### src/rtl/fetch_queue.sv
// Instruction fetch: sequential word fetch over req/ack, DEPTH-entry prefetch queue, head split into decoder fields.
// Latency: a word acked in cycle N is at the head in cycle N+1; sustains 1 word/cycle with ack held high.
// Backpressure: stops requesting while every slot is full or reserved; head uses instr_valid/instr_ready.
module fetch_queue #(
    parameter int          DEPTH    = 4,
    parameter logic [31:0] RESET_PC = 32'h0000_0000
) (
    input  logic        clk,
    input  logic        reset,
    output logic        imem_req,
    output logic [31:0] imem_addr,
    input  logic        imem_ack,
    input  logic [31:0] imem_rdata,
    input  logic        redirect,
    input  logic [31:0] redirect_pc,
    output logic        instr_valid,
    input  logic        instr_ready,
    output logic [31:0] instr,
    output logic [31:0] instr_pc,
    output logic [3:0]  cond,
    output logic [1:0]  op,
    output logic [5:0]  funct,
    output logic [3:0]  rd
);
    localparam int PW = $clog2(DEPTH);
    localparam int CW = PW + 1;
    localparam logic [CW-1:0] FULL = CW'(DEPTH);

    typedef enum logic [1:0] {
        IDLE    = 2'd0,
        WAIT    = 2'd1,
        DISCARD = 2'd2
    } state_t;

    state_t        state;
    state_t        nxt_state;
    logic [31:0]   fetch_pc;
    logic [31:0]   nxt_pc;
    logic [PW-1:0] wr_ptr;
    logic [PW-1:0] rd_ptr;
    logic [CW-1:0] count;
    logic [CW-1:0] cnt_upd;
    logic [31:0]   q_word [DEPTH];
    logic [31:0]   q_pc   [DEPTH];
    logic          push;
    logic          pop;

    // A redirect cancels both queue operations in its cycle; words acked while discarding are dropped.
    assign instr_valid = (count != '0);
    assign push        = (state == WAIT) && imem_ack && !redirect;
    assign pop         = instr_valid && instr_ready && !redirect;

    // Occupancy after this cycle's push/pop, ignoring a flush.
    always_comb begin
        cnt_upd = count;
        if (push && !pop) begin
            cnt_upd = count + CW'(1);
        end else if (!push && pop) begin
            cnt_upd = count - CW'(1);
        end
    end

    // Next fetch state and PC; redirect overrides everything, and the low address bits are forced to zero.
    always_comb begin
        nxt_state = state;
        nxt_pc    = fetch_pc;
        if (redirect) begin
            nxt_pc = redirect_pc & ~32'h3;
            case (state)
                IDLE:    nxt_state = WAIT;
                WAIT:    nxt_state = imem_ack ? WAIT : DISCARD;
                DISCARD: nxt_state = imem_ack ? WAIT : DISCARD;
                default: nxt_state = IDLE;
            endcase
        end else begin
            case (state)
                IDLE: begin
                    // Entering WAIT reserves a slot for the word about to be requested.
                    if (count < FULL) begin
                        nxt_state = WAIT;
                    end
                end
                WAIT: begin
                    if (imem_ack) begin
                        nxt_pc    = fetch_pc + 32'd4;
                        nxt_state = (cnt_upd < FULL) ? WAIT : IDLE;
                    end
                end
                DISCARD: begin
                    if (imem_ack) begin
                        nxt_state = WAIT;
                    end
                end
                default: nxt_state = IDLE;
            endcase
        end
    end

    // Fetch FSM with registered request outputs; the stale address is held through DISCARD until its ack.
    always_ff @(posedge clk or negedge reset) begin
        if (!reset) begin
            state     <= IDLE;
            fetch_pc  <= RESET_PC;
            imem_req  <= 1'b0;
            imem_addr <= RESET_PC;
        end else begin
            state     <= nxt_state;
            fetch_pc  <= nxt_pc;
            imem_req  <= (nxt_state != IDLE);
            if (nxt_state != DISCARD) begin
                imem_addr <= nxt_pc;
            end
        end
    end

    // Queue pointers and occupancy; a redirect empties the queue.
    always_ff @(posedge clk or negedge reset) begin
        if (!reset) begin
            wr_ptr <= '0;
            rd_ptr <= '0;
            count  <= '0;
        end else if (redirect) begin
            wr_ptr <= '0;
            rd_ptr <= '0;
            count  <= '0;
        end else begin
            if (push) begin
                wr_ptr <= wr_ptr + PW'(1);
            end
            if (pop) begin
                rd_ptr <= rd_ptr + PW'(1);
            end
            count <= cnt_upd;
        end
    end

    // Queue storage: each entry holds the fetched word and the address it came from.
    always_ff @(posedge clk) begin
        if (push) begin
            q_word[wr_ptr] <= imem_rdata;
            q_pc[wr_ptr]   <= imem_addr;
        end
    end

    // Show-ahead head, zeroed while the queue is empty.
    always_comb begin
        instr    = '0;
        instr_pc = '0;
        if (instr_valid) begin
            instr    = q_word[rd_ptr];
            instr_pc = q_pc[rd_ptr];
        end
    end

    assign cond  = instr[31:28];
    assign op    = instr[27:26];
    assign funct = instr[25:20];
    assign rd    = instr[15:12];

endmodule

### config.mk
export PLATFORM = sky130hd
export DESIGN_NAME = fetch_queue
export DESIGN_NICKNAME = d
export VERILOG_FILES = /design/src/rtl/fetch_queue.sv
export SDC_FILE = /design/constraint.sdc
export NUM_CORES = 1
export LEC_CHECK = 0
export BUFFER_PORTS_ARGS = -buffer_cell sky130_fd_sc_hd__buf_2
export CAP_MARGIN = 30
export CORE_MARGIN = 1.5
export CORE_UTILIZATION = 27
export CTS_CLUSTER_DIAMETER = 40
export DETAILED_ROUTE_END_ITERATION = 16
export HOLD_SLACK_MARGIN = 0.03
export SETUP_SLACK_MARGIN = 0.1
export SLEW_MARGIN = 10
export SYNTH_ARGS = -nofsm -noshare
export SYNTH_HDL_FRONTEND = slang
export SYNTH_SLANG_ARGS = --single-unit
### constraint.sdc
create_clock -name clk -period 3.15 [get_ports clk]
set_input_delay 0.63 -clock clk [delete_from_list [all_inputs] [get_ports clk]]
set_output_delay 0.63 -clock clk [all_outputs]
set_load 0.05 [all_outputs]
# ---- Word level (Yosys, flattened, before mapping)
# Memories as Yosys holds them, arrays and structs flattened.
# Index checks and enable logic that the tools add are counted.
dict set report word_totals {
  mem_count 2
  regBits 74
  out_inout_bits 114
  ramBits 256
}
# name words width read_ports rd_ports_with_merged_regs write_ports line_no
set memory_table {}
lappend memory_table {q_pc 4 32 1 0 1 44} ;# logic [31:0] q_pc [DEPTH];
lappend memory_table {q_word 4 32 1 0 1 43} ;# logic [31:0] q_word [DEPTH];
dict set report classes {
  eq_ne 3
  reduce_logical 15
  muxes 22
  n_addsub 5
  magnitude_cmp 2
}
# op count
set ops {}
lappend ops {{two-way mux 32 bit} 5}
lappend ops {{adder 32 x 3 -> 32 bit (second input constant)} 1}
lappend ops {{two-way mux 2 bit} 9}
lappend ops {{two-way mux 3 bit} 3}
lappend ops {{logical AND 1 bit} 6}
lappend ops {{less-than comparator 3 bit (second input constant)} 2}
lappend ops {{one-hot mux 2 bit (3 select lines)} 1}
lappend ops {{nonzero test 2 bit} 3}
lappend ops {{adder 2 x 1 -> 2 bit (second input constant)} 2}
lappend ops {{one-hot mux 2 bit (2 select lines)} 1}
lappend ops {{adder 3 x 1 -> 3 bit (second input constant)} 1}
lappend ops {{zero test 1 bit} 3}
lappend ops {{two-way mux 1 bit} 3}
lappend ops {{nonzero test 3 bit} 1}
lappend ops {{subtractor 3 x 1 -> 3 bit (second input constant)} 1}
lappend ops {{equality test 2 x 1 -> 1 bit (second input constant)} 1}
lappend ops {{equality test 2 bit (second input constant)} 1}
lappend ops {{zero test 2 bit} 1}
lappend ops {{inequality test 2 bit (second input constant)} 1}
lappend ops {{OR reduction 2 bit} 1}

# ---- Logic depth before layout (Yosys ltp)
dict set report logic_depth {
  ltp_word 13
  depth_mapped 8
  depth_no_buf 7
}

# ---- Worst setup path after synthesis
# No wires, ideal clock.
dict set report synth_path {
  kind {input-to-reg}
  startpoint {input imem_ack}
  endpoint {memory q_pc[0][0] (enable)}
  path_stages 5
  path_buffers 3
  setup_slack_ps -328
  setup_ps 429
  t_arrival_ps 3049
  cell_sequence {buf_2 -> and2_2 -> clkbuf_1 -> clkbuf_1 -> and3_1}
}
dict set report synth_via {
  elab_chain_len 4
}
# item line_no
set synth_rtl {}
lappend synth_rtl {{start, declared} 12} ;# input logic imem_ack,
lappend synth_rtl {{logical AND 1 bit (2 in series)} 50} ;# assign push = (state == WAIT) && imem_ack && !redirect;
lappend synth_rtl {{two-way mux 1 bit} 139} ;# if (push) begin
lappend synth_rtl {{two-way mux 1 bit (implied by the code)} 141} ;# q_pc[wr_ptr] <= imem_addr;
lappend synth_rtl {{end, declared} 44}
# No other way between the ends.

# ---- Worst setup path after layout
dict set report layout_path {
  startpoint {register rd_ptr[1]}
  endpoint {output instr_pc[30]}
}
dict set report layout_via {
  elab_chain_len 2
}
# item line_no
set layout_rtl {}
lappend layout_rtl {{start, declared} 40} ;# logic [PW-1:0] rd_ptr;
lappend layout_rtl {{start signal, assigned} 131} ;# rd_ptr <= rd_ptr + PW'(1);
lappend layout_rtl {{memory (4 x 32 bit)} -}
lappend layout_rtl {{two-way mux 32 bit} 149} ;# if (instr_valid) begin
lappend layout_rtl {{end, declared} 19} ;# output logic [31:0] instr_pc,
# No other way between the ends.

==> summary.md <==
| Metric | Value |
|---|---|
| CTS max path bufs | `3` |
| Reg clk slew, reported paths | `0.06 ns` |
| Data arrival, critical path | `2.32 ns` |
| Die X-Extent | `227 um` |
| Transition time of the tightest slew-check pin | `0.736 ns` |
| Clock tree sinks | `330` |
| Seq/Total Area, Yosys | `between 70% and 80%` |
| GP Congestion | `roughly 0.77` |
| Setup CP Type | `reg -> out` |
| Post-route DRC | `0` |
| Pleak | `between 6 and 7 nW` |
| Asr flop ratio synth | `22.4%` |
| Pwr dens | `about 1000 nW/um2` |
| Critical Path Source Type | `register` |
| Crit-path max FO | `27` |
| Buffer and inverter count on the worst path | `2` |
| Largest stage delay, worst path | `0.71 ns` |
| Sum Neg Setup Slack | `0 ns` |
| RSZ-0062 raised after global routing | `false` |
| Setup crit end kind | `primary output` |
| Site Rows | `81` |
| Net Count, Synth | `861` |
| Comb pwr share | `around a third` |
| Area Overhead vs Synth | `26.5%` |
| Min cycle time layout | `2.95 ns` |
| Syn Area/Cell | `17.3 um2` |
| Post-Synthesis Cells | `780` |
| CTS tree | `yes` |
| Hold Violations, Final | `0` |
| Largest area contributor in the synthesized netlist | `edfxtp_1` |
| Count of flip-flops with a built-in enable after synthesis | `between 200 and 300` |
| Skew final | `0.0196 ns` |
| DP Wirelength | `between 20000 and 25000 um` |
| Vias after detailed routing | `7588` |
| Placed cell area | `between 15000 and 20000 um2` |
| Drt initial violations | `just under 400` |
| Gr usage total | `12.5%` |
| Die Footprint | `51400 um2` |
| Ports | `183` |
| Crit path cell chain | `buf_12 -> mux4_2 -> and2_1 -> buf_2` |
| Number of global-route vias before repair | `7876` |
| Max-slew violation count | `0` |
| Routed Antenna Nets | `0` |
| Final setup viols | `0` |
| Synth warn | `0` |
| Seq cells post-synth | `330` |
| Worst rel slew slack | `50.5%` |
| Post-Syn Area | `roughly 14000 um2` |
| Fin crit share | `93.5%` |
| Max cap viols | `0` |
| Design area | `17100 um2` |
| Initial cell density of the core | `27.5%` |
| Crit path max-delay family | `flip-flops` |
| # fillers | `4704` |
| Ys flop type | `edfxtp_1` |
| Initial antenna violation count | `4` |
| First-pass GRT wire length | `47700 um` |
| Via-to-Cell Ratio | `~4.5` |
| Clk pwr share | `about 33%` |
| Largest net degree at the start of global routing | `53` |
| Core Region | `49200 um2` |
| CP required | `2.52 ns` |
| GR Overflow Total | `0` |
| Ranking of synthesized cells by area | `edfxtp_1, dfrtp_1, mux4_2` |
| Part of the power in registers | `32.0%` |
| CTS Buf Count | `50` |
| Worst vdd ir | `0.476 mV` |
| Root buffer cell | `clkbuf_16` |
| Status | `completed` |
| Layout cell share with drive strength beyond 1 | `39.0%` |
| Routed WL | `between 30000 and 40000 um` |
| Int Power | `10.5 mW` |
| Worst-Skew Late Latency | `0.57 ns` |
| Nets | `between 1000 and 1500` |
| Die H | `~230 um` |
| # diodes | `0` |
| Switch share | `approximately two fifths` |
| H-tree Lvls | `2` |
| Achievable Freq | `about 340 MHz` |
| Unique masters post-synth | `between 50 and 60` |
| CP max-delay cell | `dfrtp_4` |
| Yosys top cell area share | `between 50 and 60%` |
| Routed len/inst | `18.8 um` |
| Sw Pwr | `6.69 mW` |
| DRT Pass-1 Iters | `4` |
| Class of the tightest hold or removal check | `in -> async` |
| I/O Buffers | `180` |
-- cells in the final DEF (no fill, tap or decap), types with 3 or more instances in the layout --
master and count:
a211oi_1 4, a21oi_1 4, a31oi_1 13, and2_1 64, and3_1 3, and3_4 4, and4_1 3, buf_12 11
buf_2 179, buf_4 15, bufinv_16 6, clkbuf_1 6, clkbuf_16 51, clkinv_4 3, clkinvlp_4 6, dfrtp_1 72
edfxtp_1 256, ha_1 12, inv_1 13, inv_6 8, inv_8 8, mux2_1 3, mux2_2 29, mux4_2 64
nand2_1 35, nand2b_1 4, nand3_1 12, nand4_1 9, nor2_1 23, nor2b_1 3, nor3_1 5, nor4_1 9
o21ai_0 15, o31ai_1 6, o41ai_1 3, or4_1 5, or4b_1 3, xnor2_1 12, xor2_1 6
-- stage by stage --
| step | setup WS (ns) | total power, mW | util (%) | hold WS (ns) | std cells |
|---|---|---|---|---|---|
| after global placement | 0.358 | 11.6 | 31.2 | 0.489 | 1594 |
| after CTS | 0.118 | 17.5 | 34.8 | 0.131 | 1688 |
| after global routing | 0.108 | 18.0 | 34.8 | 0.153 | 1688 |
| after detailed placement | 0.306 | 11.7 | 31.2 | 0.507 | 1594 |
| after floorplan | 0.223 | 10.2 | - | 0.334 | 780 |
| final | 0.205 | 17.2 | 34.8 | 0.123 | 1688 |
-- cells by family (layout without fill, tap and decap cells) --
group / Yosys count / after routing / share of synthesized area [%]
DFF: 330 / 330 / 70.6
and+or+nand+nor: 197 / 197 / 8.29
muxes: 97 / 97 / 13.4
buffers and inverters: 68 / 312 / 2.49
AOI/OAI and AO/OA: 58 / 58 / 2.91
xor gates and xnor gates: 18 / 18 / 1.17
adders and majority gates: 12 / 12 / 1.11
-- timing repair --
action | in CTS | in global routing
setup buffers | 1 | 0
pin swaps | 0 | 0
resized for setup | 0 | 1
endpoints found under the setup margin | 40 | 27
hold buffers | 0 | 0
-- metal layers --
layer / vias to the layer above / wire, um / global-route usage (%)
met5: - / 46 / 0
met4: 8 / 780 / 4.69
met3: 61 / 1720 / 3.02
met2: 188 / 15400 / 20.4
met1: 3885 / 13700 / 16.1
li1: 3446 / - / -
-- registers in the layout (all words and copies together) (netlist names) --
name / count
wr_ptr: 2
state: 2
q_word: 128
imem_req: 1
imem_addr: 32
count: 3
fetch_pc: 32
rd_ptr: 2
q_pc: 128
-- worst paths after layout --
kind                                      from             to  slack, ns  depth (start not counted)
worst max-delay path                 rd_ptr[1]   instr_pc[30]       0.20                          4
worst min-delay path                     reset  imem_addr[17]       0.12                          1
worst max register to register        state[1]  imem_addr[21]       0.36                          8
worst min register to register     fetch_pc[1]    fetch_pc[1]       0.53                          1
max in group asynchronous                reset       imem_req       2.43                          2
min in group clk                imem_rdata[10]  q_word[2][10]       0.28                          1
-- power groups by stage --
stage / clock (mW) / sequential, mW / combinational (mW)
after floorplan: 0 / 5.78 / 4.42
after global placement: 0 / 5.59 / 6.06
after detailed placement: 0 / 5.62 / 6.07
after CTS: 5.85 / 5.52 / 6.12
after global routing: 6.03 / 5.57 / 6.39
final: 5.70 / 5.50 / 6.00
-- synth_stat cells, drive strengths merged (13+ instances only) --
master	count
edfxtp	256
dfrtp	74
and2	65
mux4	64
nand2	35
mux2	32
buf	30
clkbuf	25
nor2	23
o21ai	15
a31oi	14
inv	13
-- area by class of cell --
type	count	area [um2]	share of cell area (%)
Multi-Input combinational cell	382	3660	21.4
Tap cell	664	831	4.86
Timing Repair Buffer	206	1240	7.26
Inverter	13	48.8	0.286
Clock buffer	57	1300	7.60
Sequential cell	330	9550	55.9
Clock inverter	36	457	2.67
Note: power is estimated with default switching activity, not from simulation.
